**config.mk**
```make
export PLATFORM = sky130hd
export DESIGN_NAME = led_pattern_decoder_flat
export DESIGN_NICKNAME = d
export VERILOG_FILES = /design/src/rtl/led_pattern_decoder_if.sv /design/src/rtl/led_pattern_decoder.sv /design/src/flat_wrapper.sv
export SDC_FILE = /design/constraint.sdc
export NUM_CORES = 1
export LEC_CHECK = 0
export CORE_MARGIN = 4
export CORE_UTILIZATION = 55
export DETAILED_ROUTE_END_ITERATION = 7
export DONT_BUFFER_PORTS = 1
export GPL_ROUTABILITY_DRIVEN = 0
export PLACE_DENSITY = 0.73
export SYNTH_ARGS = -nofsm -noshare
export SYNTH_HDL_FRONTEND = slang
export SYNTH_SLANG_ARGS = --single-unit
```
**constraint.sdc**
```tcl
create_clock -name clk -period 2.93 [get_ports clk]
set_input_delay 0.586 -clock clk [delete_from_list [all_inputs] [get_ports clk]]
set_output_delay 0.586 -clock clk [all_outputs]
set_load 0.005 [all_outputs]
```
**src/rtl/led_pattern_decoder_if.sv**
```systemverilog
// Signal bundle between the LED lines / tick source and the pattern decoder.
// tick is a one-clk strobe with no back-pressure; pulses on the outputs are single-clk.
interface led_pattern_decoder_if;
  logic       tick;
  logic       led_a;
  logic       led_b;
  logic [1:0] state;
  logic       state_valid;
  logic       state_change;
  logic       pattern_err;
  logic       locked_dbg;

  modport master (
    output tick, led_a, led_b,
    input  state, state_valid, state_change, pattern_err, locked_dbg
  );

  modport slave (
    input  tick, led_a, led_b,
    output state, state_valid, state_change, pattern_err, locked_dbg
  );
endinterface

```
**src/rtl/led_pattern_decoder.sv**
```systemverilog
// Classifies windows of ticked LED samples into four 2-bit states and publishes
// a state once the same class has been seen in CONFIRM consecutive windows.
module led_pattern_decoder #(
  parameter int WINDOW  = 4,
  parameter int CONFIRM = 2
) (
  input  logic                  clk,
  input  logic                  rst_n,
  led_pattern_decoder_if.slave  bus
);

  localparam int CW = $clog2(WINDOW);

  typedef enum logic {UNLOCKED = 1'b0, LOCKED = 1'b1} fsm_t;

  logic a_s1, a_s2, b_s1, b_s2;
  logic [CW-1:0] cnt;
  logic a0, b0, a_prev, b_prev;
  logic a_const, b_const, a_tog, b_tog, in_ph, anti_ph;
  logic a0_n, b0_n, a_const_n, b_const_n, a_tog_n, b_tog_n, in_n, anti_n;
  logic first, last, win_done;
  logic [1:0] cls;
  logic cls_ok;

  fsm_t fsm, fsm_n;
  logic [1:0] cand, cand_n, state_r, state_n;
  logic [3:0] conf, conf_n, conf_inc, inv, inv_n;
  logic change_r, change_n, err_r, err_n;

  always_ff @(posedge clk or negedge rst_n) begin
    if (!rst_n) begin
      a_s1 <= 1'b0;
      a_s2 <= 1'b0;
      b_s1 <= 1'b0;
      b_s2 <= 1'b0;
    end else begin
      a_s1 <= bus.led_a;
      a_s2 <= a_s1;
      b_s1 <= bus.led_b;
      b_s2 <= b_s1;
    end
  end

  assign first    = (cnt == '0);
  assign last     = (cnt == CW'(WINDOW - 1));
  assign win_done = bus.tick & last;

  // Flag values including the current sample, so the last tick classifies itself
  always_comb begin
    a0_n      = a0;
    b0_n      = b0;
    a_const_n = a_const & (a_s2 == a_prev);
    b_const_n = b_const & (b_s2 == b_prev);
    a_tog_n   = a_tog & (a_s2 != a_prev);
    b_tog_n   = b_tog & (b_s2 != b_prev);
    in_n      = in_ph & (a_s2 == b_s2);
    anti_n    = anti_ph & (a_s2 != b_s2);
    if (first) begin
      a0_n      = a_s2;
      b0_n      = b_s2;
      a_const_n = 1'b1;
      b_const_n = 1'b1;
      a_tog_n   = 1'b1;
      b_tog_n   = 1'b1;
      in_n      = (a_s2 == b_s2);
      anti_n    = (a_s2 != b_s2);
    end
  end

  always_comb begin
    cls    = 2'd0;
    cls_ok = 1'b0;
    if (a_const_n & b_const_n & ~b0_n) begin
      cls    = {1'b0, a0_n};
      cls_ok = 1'b1;
    end else if (a_tog_n & b_tog_n & anti_n) begin
      cls    = 2'd2;
      cls_ok = 1'b1;
    end else if (a_tog_n & b_tog_n & in_n) begin
      cls    = 2'd3;
      cls_ok = 1'b1;
    end
  end

  always_ff @(posedge clk or negedge rst_n) begin
    if (!rst_n) begin
      cnt     <= '0;
      a0      <= 1'b0;
      b0      <= 1'b0;
      a_prev  <= 1'b0;
      b_prev  <= 1'b0;
      a_const <= 1'b0;
      b_const <= 1'b0;
      a_tog   <= 1'b0;
      b_tog   <= 1'b0;
      in_ph   <= 1'b0;
      anti_ph <= 1'b0;
    end else if (bus.tick) begin
      cnt     <= last ? '0 : cnt + CW'(1);
      a0      <= a0_n;
      b0      <= b0_n;
      a_prev  <= a_s2;
      b_prev  <= b_s2;
      a_const <= a_const_n;
      b_const <= b_const_n;
      a_tog   <= a_tog_n;
      b_tog   <= b_tog_n;
      in_ph   <= in_n;
      anti_ph <= anti_n;
    end
  end

  always_ff @(posedge clk or negedge rst_n) begin
    if (!rst_n) begin
      fsm      <= UNLOCKED;
      cand     <= 2'd0;
      conf     <= 4'd0;
      inv      <= 4'd0;
      state_r  <= 2'd0;
      change_r <= 1'b0;
      err_r    <= 1'b0;
    end else begin
      fsm      <= fsm_n;
      cand     <= cand_n;
      conf     <= conf_n;
      inv      <= inv_n;
      state_r  <= state_n;
      change_r <= change_n;
      err_r    <= err_n;
    end
  end

  assign conf_inc = (conf == 4'(CONFIRM)) ? conf : conf + 4'd1;

  always_comb begin
    fsm_n    = fsm;
    cand_n   = cand;
    conf_n   = conf;
    inv_n    = inv;
    state_n  = state_r;
    change_n = 1'b0;
    err_n    = 1'b0;
    if (win_done) begin
      if (cls_ok) begin
        if (cls == cand) begin
          conf_n = conf_inc;
        end else begin
          cand_n = cls;
          conf_n = 4'd1;
        end
        inv_n = 4'd0;
        if ((conf_n == 4'(CONFIRM)) && ((fsm == UNLOCKED) || (cls != state_r))) begin
          state_n  = cls;
          fsm_n    = LOCKED;
          change_n = 1'b1;
        end
      end else begin
        err_n  = 1'b1;
        conf_n = 4'd0;
        inv_n  = (inv == 4'(CONFIRM)) ? inv : inv + 4'd1;
        // Dropping lock keeps the last state visible but never pulses state_change
        if (inv_n == 4'(CONFIRM)) fsm_n = UNLOCKED;
      end
    end
  end

  assign bus.state        = state_r;
  assign bus.state_valid  = (fsm == LOCKED);
  assign bus.state_change = change_r;
  assign bus.pattern_err  = err_r;
  assign bus.locked_dbg   = (fsm == LOCKED);

endmodule
```
**src/flat_wrapper.sv**
```systemverilog
// flat-port wrapper written by rule: the top's interface ports become plain ports
module led_pattern_decoder_flat 
#(
  parameter int WINDOW  = 4,
  parameter int CONFIRM = 2
)
  (clk, rst_n, bus_tick, bus_led_a, bus_led_b, bus_state, bus_state_valid, bus_state_change, bus_pattern_err, bus_locked_dbg);
  led_pattern_decoder_if bus_i ();
  input  logic clk;
  input  logic rst_n;
  input wire logic [$bits(bus_i.tick)-1:0] bus_tick;
  input wire logic [$bits(bus_i.led_a)-1:0] bus_led_a;
  input wire logic [$bits(bus_i.led_b)-1:0] bus_led_b;
  output wire logic [$bits(bus_i.state)-1:0] bus_state;
  output wire logic [$bits(bus_i.state_valid)-1:0] bus_state_valid;
  output wire logic [$bits(bus_i.state_change)-1:0] bus_state_change;
  output wire logic [$bits(bus_i.pattern_err)-1:0] bus_pattern_err;
  output wire logic [$bits(bus_i.locked_dbg)-1:0] bus_locked_dbg;
  assign bus_i.tick = bus_tick;
  assign bus_i.led_a = bus_led_a;
  assign bus_i.led_b = bus_led_b;
  assign bus_state = bus_i.state;
  assign bus_state_valid = bus_i.state_valid;
  assign bus_state_change = bus_i.state_change;
  assign bus_pattern_err = bus_i.pattern_err;
  assign bus_locked_dbg = bus_i.locked_dbg;
  led_pattern_decoder #(.WINDOW(WINDOW), .CONFIRM(CONFIRM)) u_core (.clk(clk), .rst_n(rst_n), .bus(bus_i));
endmodule
```
==> results.json, run 1 <==
{
  "synth_area_leader_cell": "dfrtp_1",
  "synth_seq_cells": 31,
  "synthTopCellsByArea": "dfrtp_1 47%, ha_1 4.6%, nand2_1 4.6%",
  "die_height_um": 62.5,
  "rsz0062_at_grt": "no",
  "fin_crit_sh_pct": 95.3,
  "critical_path_class": "reg2reg",
  "cp_max_fo": 5,
  "clockBufferDepth": 2,
  "fill_cells": 231,
  "final_cell_count_no_fill": 207,
  "crit_family": "compound AO/OA/AOI/OAI gates",
  "ys.flop_type": "dfrtp_1",
  "htree_num_levels": 2,
  "synth_cells": 165,
  "period_minus_slack_ns": 2.79,
  "cts_num_sinks": 31,
  "power_density_nw_per_um2": 904,
  "grt_first_pass_wirelength_um": 5170,
  "vias": 1182,
  "p_seq_share_pct": 41.6,
  "antenna_left": 0,
  "syn_area_per_cell_um2": 9.91,
  "die_w_um": 62.5,
  "drt_iter0_drc": 49,
  "switchingPower_w": 0.000634,
  "grt.overflow.total": 0,
  "io_pins": 11,
  "drt-vias-per-instance": 5.71,
  "peakVddDrop_mv": 0.537,
  "comb_power_share_pct": 43.8,
  "yosys_warnings": 0,
  "synth-edff-count": 0,
  "multi_input_area_um2": 786,
  "hpwl_um": 2100,
  "syn_area_um2": 1640,
  "grt.total_usage_pct": 16.9,
  "critPathSlowestCell": "or4_1",
  "crit_chain": "inv_1 > ha_1 > nand2b_1 > o32a_4 > or2_1 > a21o_1 > or4_1 > a311o_1 > mux2_4",
  "reg2reg_depth": 9,
  "synth_common_cells": "31 x dfrtp_1, 20 x nand2_1, 12 x o21ai_0",
  "final_nets": 186,
  "p_leak_nw": 0.847,
  "grt_max_degree": 32,
  "seqCellArea_um2": 776,
  "cts_buffers": 5,
  "slew_headroom_pct": 74.3,
  "critPathArrivalTime_ns": 3.02,
  "first_pass_iters": 4,
  "remaining_drc_errors": 0,
  "async_flop_share_pct": 100,
  "cts_tree": "done",
  "final.setup.tns_ns": 0,
  "layout-drive-gt1-share_pct": 17.0,
  "wl_um": 2890,
  "rows": 19,
  "critPathBufInv": 1,
  "fmax_mhz": 358,
  "startpoint_type": "register",
  "port_buffers": 0,
  "clkTransAtPathRegs_ns": 0.10,
  "finalSetupViolCount": 0,
  "die_area_um2": 3910,
  "grt_pass1_vias": 1164,
  "yosysSeqAreaShare_pct": 47.4,
  "p_int_w": 0.000985,
  "dp.cells": 194,
  "report.final.slew_viol_count": 0,
  "swShare_pct": 39.2,
  "clock-root-buffer": "clkbuf_4",
  "r2r_slack_ns": 0.14,
  "min_path_type": "in2async",
  "post_drt_wl_per_cell_um": 13.9,
  "areaGrowthSynthToFinish_pct": 9.41,
  "antenna_cells": 0,
  "initial_utilization_pct": 58.3,
  "hold_viol": 0,
  "outcome": "complete, no violations",
  "insertion_delay_ns": 0.34,
  "ys_types": 41,
  "worstMarginPinSlew_ns": 0.385,
  "critPathRequiredTime_ns": 3.16,
  "cpPeakStageDelay_ns": 0.47,
  "cp.depth": 9,
  "post-synth-top-count-cell": "dfrtp_1",
  "end_kind": "register",
  "core-area_um2": 2810,
  "antenna_found_initial": 0,
  "synth_top_cell_area_share_pct": 47.4,
  "synth_nets": 176,
  "finClkSkew_ns": 0.0118,
  "drv_cap": 0,
  "p_clk_share_pct": 14.6
}
[layer usage]
metal  vias up  global-route usage, %  wire, um
met2        20                   28.0      1380
met1       558                   19.0      1330
met3         6                   6.12       116
met5         -                      0         0
li1        598                      -         -
met4         0                   8.82        58
[registers in the layout (all words and copies together) (netlist names), 2 cells and up]
signal	count
u_core.conf	4
u_core.inv	4
u_core.cnt	2
u_core.cand	2
u_core.bus.state	2
[final timing paths]
kind | endpoint | start
min in group clk | u_core.b_s1 | bus_led_b
setup reg to reg | u_core.bus.state[0] | u_core.cnt[0]
setup / recovery | u_core.bus.state[0] | u_core.cnt[0]
max in group asynchronous | u_core.a_s2 | rst_n
hold reg to reg | u_core.b_s2 | u_core.b_s1
hold / removal | u_core.a_tog | rst_n
[logic make-up (layout without fill, tap and decap cells)]
family / count (synthesis) / in the layout / synth area share, %
AO/OA/AOI/OAI: 42 / 42 / 17.4
AND/OR/NAND/NOR: 49 / 49 / 13.5
XOR/XNOR: 9 / 9 / 5.28
adder cells (fa/ha/maj): 6 / 6 / 4.59
flip-flops: 31 / 31 / 47.4
multiplexers: 10 / 10 / 6.81
buffers and inverters: 18 / 29 / 4.97
[layout by cell type, fill, tap and decap left out, types with 2 or more instances in the layout]
| master | synthesis | layout |
|---|---|---|
| clkbuf_4 | 0 | 5 |
| xnor2_1 | 6 | 5 |
| nor4_1 | 2 | 2 |
| nand2b_1 | 3 | 3 |
| xor2_1 | 2 | 2 |
| mux2i_1 | 4 | 4 |
| nor2_1 | 11 | 11 |
| a21o_1 | 2 | 2 |
| buf_4 | 1 | 11 |
| a21oi_1 | 10 | 10 |
| nor3_1 | 4 | 4 |
| mux2_2 | 5 | 5 |
| dfrtp_1 | 31 | 31 |
| clkinv_2 | 0 | 3 |
| nand3_1 | 3 | 3 |
| o31ai_1 | 4 | 4 |
| o211ai_1 | 2 | 2 |
| a211o_1 | 2 | 2 |
| nand2_1 | 20 | 20 |
| inv_1 | 9 | 9 |
| o21ai_0 | 12 | 12 |
| ha_1 | 6 | 6 |
[repair_timing]
item                       CTS  global route
setup endpoints to repair    0             1
gates resized for setup      0             1
hold buffers                 1             0
hold endpoints to repair    31             0
setup buffers                0             4
[stage by stage]
step	hold WS [ns]	instance area, um^2	worst slack, ns	util (%)	total power (W)
global route	0.0458	1790	0.000253	63.8	0.00177
floorplan	0.290	1640	0.121	-	0.00117
global placement	0.292	1680	0.182	59.9	0.00131
finish	0.0536	1790	0.137	63.8	0.00162
detailed placement	0.292	1680	0.124	59.9	0.00134
CTS	0.0530	1750	0.112	62.4	0.00159
[power by group through the flow]
stage | Combinational, W | Clock [W] | Sequential, W
after floorplan | 0.000522 | 0 | 0.000645
after global placement | 0.000632 | 0 | 0.000674
after detailed placement | 0.000661 | 0 | 0.000681
after CTS | 0.000674 | 0.000244 | 0.000674
after global routing | 0.000802 | 0.000270 | 0.000698
final | 0.000708 | 0.000236 | 0.000674
[layout make-up]
class / instances / share of cell area, %
tap: 31 / 2.17
clock inverter: 3 / 0.839
clock buffer: 5 / 2.10
timing repair buffer: 12 / 5.73
sequential: 31 / 43.4
inverter: 9 / 1.89
multi-input combinational: 116 / 43.9
Note: power is estimated with default switching activity, not from simulation.
==> run 2: changes to the inputs <==
--- a/config.mk
+++ b/config.mk
@@ -16 +16,2 @@
 export SYNTH_SLANG_ARGS = --single-unit
+export TNS_END_PERCENT = 20
==> constraint.sdc (replaced) <==
create_clock -name clk -period 2.93 [get_ports clk]
set_input_delay 0.879 -clock clk [delete_from_list [all_inputs] [get_ports clk]]
set_output_delay 0.879 -clock clk [all_outputs]
set_load 0.005 [all_outputs]
==> run 2 against run 1 <==
  * Count of clock-buffer cells in the layout is 1 higher
  * Total power is 6.2% higher
  * Global-route usage is 0.11 points higher
  * Flip-flop and latch count stayed put
  * Largest cell class unchanged
  * Largest power group unchanged
  * Highest routed layer unchanged
==> results.json, run 2 (synthesis gave the netlist of run 1 again) <==
{
  "seqCellArea_um2": 776,
  "antenna_found_initial": 0,
  "antenna_left": 0,
  "r2r-start": "u_core.cnt[0]",
  "finClkSkew_ns": 0.0135,
  "critPathArrivalTime_ns": 3.08,
  "drt-vias-per-instance": 5.82,
  "period_minus_slack_ns": 2.85,
  "grt_max_degree": 32,
  "clock-root-buffer": "clkbuf_4",
  "fin_crit_sh_pct": 97.4,
  "grt_pass1_vias": 1160,
  "r2r_slack_ns": 0.08,
  "hold_viol": 0,
  "multi_input_area_um2": 785,
  "die_height_um": 62.5,
  "die_w_um": 62.5,
  "startpoint_type": "register",
  "grt_first_pass_wirelength_um": 5220,
  "clkTransAtPathRegs_ns": 0.11,
  "grt.overflow.total": 0,
  "p_clk_share_pct": 20.3,
  "final_cell_mix": "31 x dfrtp_1, 20 x nand2_1, 12 x o21ai_0, 11 x nor2_1",
  "final_cell_count_no_fill": 205,
  "startpoint": "u_core.cnt[0]",
  "min_path_type": "in2async",
  "crit_family": "compound AO/OA/AOI/OAI gates",
  "finalSetupViolCount": 0,
  "post_drt_wl_per_cell_um": 14.5,
  "outcome": "complete, no violations",
  "switchingPower_w": 0.000632,
  "areaGrowthSynthToFinish_pct": 9.72,
  "dp.cells": 195,
  "htree_num_levels": 2,
  "wl_um": 2970,
  "p_seq_share_pct": 39.4,
  "cp.depth": 9,
  "critPathSlowestCell": "or4_1",
  "r2r_end": "u_core.bus.state[0]",
  "antenna_cells": 0,
  "peakVddDrop_mv": 0.498,
  "drt_iter0_drc": 33,
  "p_int_w": 0.00109,
  "grt.total_usage_pct": 17.0,
  "hpwl_um": 2140,
  "fmax_mhz": 350,
  "layout_commonest_cell": "dfrtp_1",
  "fill_cells": 224,
  "p_leak_nw": 0.840,
  "die_area_um2": 3910,
  "cts_num_sinks": 31,
  "end_kind": "register",
  "io_pins": 11,
  "swShare_pct": 36.8,
  "final_nets": 184,
  "port_buffers": 0,
  "first_pass_iters": 5,
  "crit_chain": "inv_1 > ha_1 > nand2b_1 > o32a_4 > o211ai_1 > xnor2_1 > or4_1 > a311o_1 > mux2_4",
  "critPathBufInv": 1,
  "endpoint": "u_core.bus.state[0]",
  "vias": 1194,
  "drv_cap": 0,
  "worstMarginPinSlew_ns": 0.421,
  "cp_max_fo": 5,
  "initial_utilization_pct": 58.3,
  "power_density_nw_per_um2": 958,
  "rsz0062_at_grt": "no",
  "reg_top3": "u_core.conf x4, u_core.inv x4",
  "cts_buffers": 5,
  "cpPeakStageDelay_ns": 0.41,
  "remaining_drc_errors": 0,
  "critPathRequiredTime_ns": 3.16,
  "report.final.slew_viol_count": 0,
  "final.setup.tns_ns": 0,
  "postCtsHoldBufs": 0,
  "cts_tree": "done",
  "layout-drive-gt1-share_pct": 16.1,
  "critical_path_class": "reg2reg",
  "insertion_delay_ns": 0.34,
  "slew_headroom_pct": 71.9,
  "rows": 19,
  "core-area_um2": 2810,
  "reg2reg_depth": 9,
  "clockBufferDepth": 2,
  "comb_power_share_pct": 40.3
}
[run 2: changes by cell type in the layout (fill, tap and decap cells not counted), sizes merged]
cell,previous run,this run
clkinv,3,1
clkbuf,5,6
buf,12,10
bufinv,0,1
[run 2: repair_timing]
item,CTS,global route
setup buffers,0,2
endpoints found under the setup margin,0,1
resized for setup,0,1
[run 2: worst min-delay path by stage]
stage                            from      endpoint  slack, ns  cells past startpoint
final                           rst_n  u_core.b_tog       0.21                      0
after global placement    u_core.b_s1   u_core.b_s2       0.34                      0
after floorplan           u_core.a_s1   u_core.a_s2       0.33                      0
after CTS                       rst_n  u_core.b_tog       0.20                      0
after global routing            rst_n  u_core.b_tog       0.19                      0
after detailed placement  u_core.b_s1   u_core.b_s2       0.34                      0
[run 2: per-stage QoR]
step                      hold slack [ns]  util (%)  power [W]  cell area (um^2)  setup slack, ns
after global placement              0.336      60.1    0.00131              1690            0.183
after global routing                0.187      64.0    0.00187              1790           0.0116
after detailed placement            0.340      60.1    0.00135              1690            0.128
final                               0.214      64.0    0.00172              1790           0.0751
after CTS                           0.204      63.2    0.00170              1770            0.114
after floorplan                     0.331         -    0.00117              1640            0.121
[run 2: area by class of cell]
cell class / instances / area share (%)
Clock buffer: 6 / 2.86
Clock inverter: 2 / 1.95
Inverter: 9 / 1.88
Multi-Input combinational cell: 116 / 43.7
Sequential cell: 31 / 43.2
Tap cell: 31 / 2.16
Timing Repair Buffer: 10 / 4.18
[run 2: power by group through the flow]
| stage | Clock (W) | Combinational (W) | Sequential, W |
|---|---|---|---|
| final | 0.000349 | 0.000693 | 0.000676 |
| after detailed placement | 0 | 0.000669 | 0.000681 |
| after CTS | 0.000359 | 0.000669 | 0.000674 |
| after floorplan | 0 | 0.000522 | 0.000645 |
| after global routing | 0.000392 | 0.000779 | 0.000696 |
| after global placement | 0 | 0.000635 | 0.000674 |
[run 2: metal layers]
metal	GRT usage, %	up-vias	routed length, um
li1	-	592	-
met1	20.7	569	1300
met2	28.4	26	1440
met3	3.78	7	163
met4	8.26	0	60
met5	0	-	0
==> run 3: changes to the inputs <==
CORE_MARGIN = not set   (was 4)
CTS_BUF_LIST = sky130_fd_sc_hd__clkbuf_2   (was not set)
==> run 3 against run 2 <==
  * Critical path type unchanged
  * Clock power decreased by 42%
  * Maximum frequency rose by 0.16%
  * Die area is 18% lower
  * Clock skew increased by 0.0053 ns
==> results.json, run 3 (synthesis gave the netlist of run 1 again) <==
{
  "antenna_found_initial": 0,
  "cp.depth": 9,
  "holdWs_ns": 0.167,
  "port_buffers": 0,
  "grt_max_degree": 32,
  "crit_family": "compound AO/OA/AOI/OAI gates",
  "cts_tree": "done",
  "crit_chain": "inv_2 > ha_4 > nand2b_1 > o32a_4 > o211ai_1 > xnor2_1 > or4_1 > a311o_1 > mux2_4",
  "reg2reg_depth": 9,
  "end_kind": "register",
  "report.final.slew_viol_count": 0,
  "wl_um": 3100,
  "cts_num_sinks": 31,
  "clock-root-buffer": "clkbuf_2",
  "layout-drive-gt1-share_pct": 14.5,
  "clkTransAtPathRegs_ns": 0.16,
  "cp_max_fo": 6,
  "fill_cells": 237,
  "slew_headroom_pct": 72.8,
  "drt_iter0_drc": 82,
  "die_height_um": 56.5,
  "startpoint_type": "register",
  "first_pass_iters": 4,
  "fmax_mhz": 351,
  "dp.cells": 192,
  "outcome": "complete, no violations",
  "critPathSlowestCell": "dfrtp_1",
  "period_minus_slack_ns": 2.85,
  "drv_cap": 0,
  "die_w_um": 56.5,
  "peakVddDrop_mv": 0.587,
  "final_nets": 182,
  "power_density_nw_per_um2": 910,
  "critical_path_class": "reg2reg",
  "hold_viol": 0,
  "core-area_um2": 2780,
  "insertion_delay_ns": 0.37,
  "hpwl_um": 2130,
  "reg_top3": "u_core.conf x4, u_core.inv x4",
  "final_cell_count_no_fill": 203,
  "drt-vias-per-instance": 6.01,
  "cpPeakStageDelay_ns": 0.42,
  "r2r_slack_ns": 0.08,
  "critPathBufInv": 1,
  "fin_ws_ns": 0.0795,
  "worstMarginPinSlew_ns": 0.406,
  "grt.total_usage_pct": 21.9,
  "fin_util_pct": 62.4,
  "cts_buffers": 5,
  "finalSetupViolCount": 0,
  "rows": 19,
  "final_cell_mix": "31 x dfrtp_1, 20 x nand2_1, 12 x o21ai_0, 11 x nor2_1, 10 x a21oi_1",
  "grt_first_pass_wirelength_um": 5220,
  "die_area_um2": 3200,
  "postCtsHoldBufs": 0,
  "remaining_drc_errors": 0,
  "grt_pass1_vias": 1163,
  "min_path_type": "in2async",
  "fin_crit_sh_pct": 97.3,
  "post_drt_wl_per_cell_um": 15.3,
  "finClkSkew_ns": 0.0188,
  "antenna_left": 0,
  "critPathRequiredTime_ns": 3.20,
  "vias": 1220,
  "io_pins": 11,
  "htree_num_levels": 2,
  "layout_commonest_cell": "dfrtp_1",
  "grt.overflow.total": 0,
  "critPathArrivalTime_ns": 3.12,
  "areaGrowthSynthToFinish_pct": 6.20,
  "antenna_cells": 0,
  "power_w": 0.00158,
  "clockBufferDepth": 2,
  "place_ws_ns": 0.0721,
  "initial_utilization_pct": 58.8,
  "p_leak_nw": 0.808
}
[run 3: cell types whose count changed in the layout (fill, tap and decap cells not counted), moves of 2 or more]
cell and delta:
buf_4 -2, clkbuf_2 +6, clkinv_1 +2, clkbuf_4 -5
[run 3: power breakdown]
part	internal (W)	total (W)	switching, W
clock network	0.0000573	0.000202	0.000145
registers	0.000552	0.000677	0.000125
logic	0.000331	0.000700	0.000369
total	0.000940	0.00158	0.000640
[run 3: path summary, 6_finish.rpt]
path,to,start
setup reg to reg,u_core.bus.state[0],u_core.cnt[0]
min in group clk,u_core.b_s2,u_core.b_s1
hold / removal,u_core.conf[0],rst_n
hold reg to reg,u_core.b_s2,u_core.b_s1
max in group asynchronous,u_core.bus.pattern_err,rst_n
setup / recovery,u_core.bus.state[0],u_core.cnt[0]
[run 3: final cells by class]
| class | instances | area [um^2] | area share, % |
|---|---|---|---|
| Multi-Input combinational cell | 116 | 791 | 45.5 |
| Tap cell | 31 | 38.8 | 2.23 |
| Clock inverter | 2 | 7.51 | 0.432 |
| Clock buffer | 6 | 30.0 | 1.73 |
| Timing Repair Buffer | 8 | 60.1 | 3.46 |
| Inverter | 9 | 33.8 | 1.95 |
| Sequential cell | 31 | 776 | 44.7 |
[run 3: layer usage]
layer	GRT usage, %	routed length, um	share of wire, %	up-vias
met2	35.0	1500	49	35
met4	9.41	50	1.6	0
li1	-	-	-	591
met3	7.37	138	4.5	6
met5	0	0	0	-
met1	27.1	1400	45	588
[run 3: through the flow]
stage	TNS, ns	instance area (um^2)
final	0	1740
after floorplan	0	1640
after global placement	0	1660
after global routing	-0.0285	1740
after detailed placement	0	1660
after CTS	0	1700
[run 3: timing repair]
action                                  4_1_cts  5_1_grt
endpoints found under the hold margin         0        0
endpoints found under the setup margin        0        1
gates resized for setup                       0        3
setup buffers                                 0        3
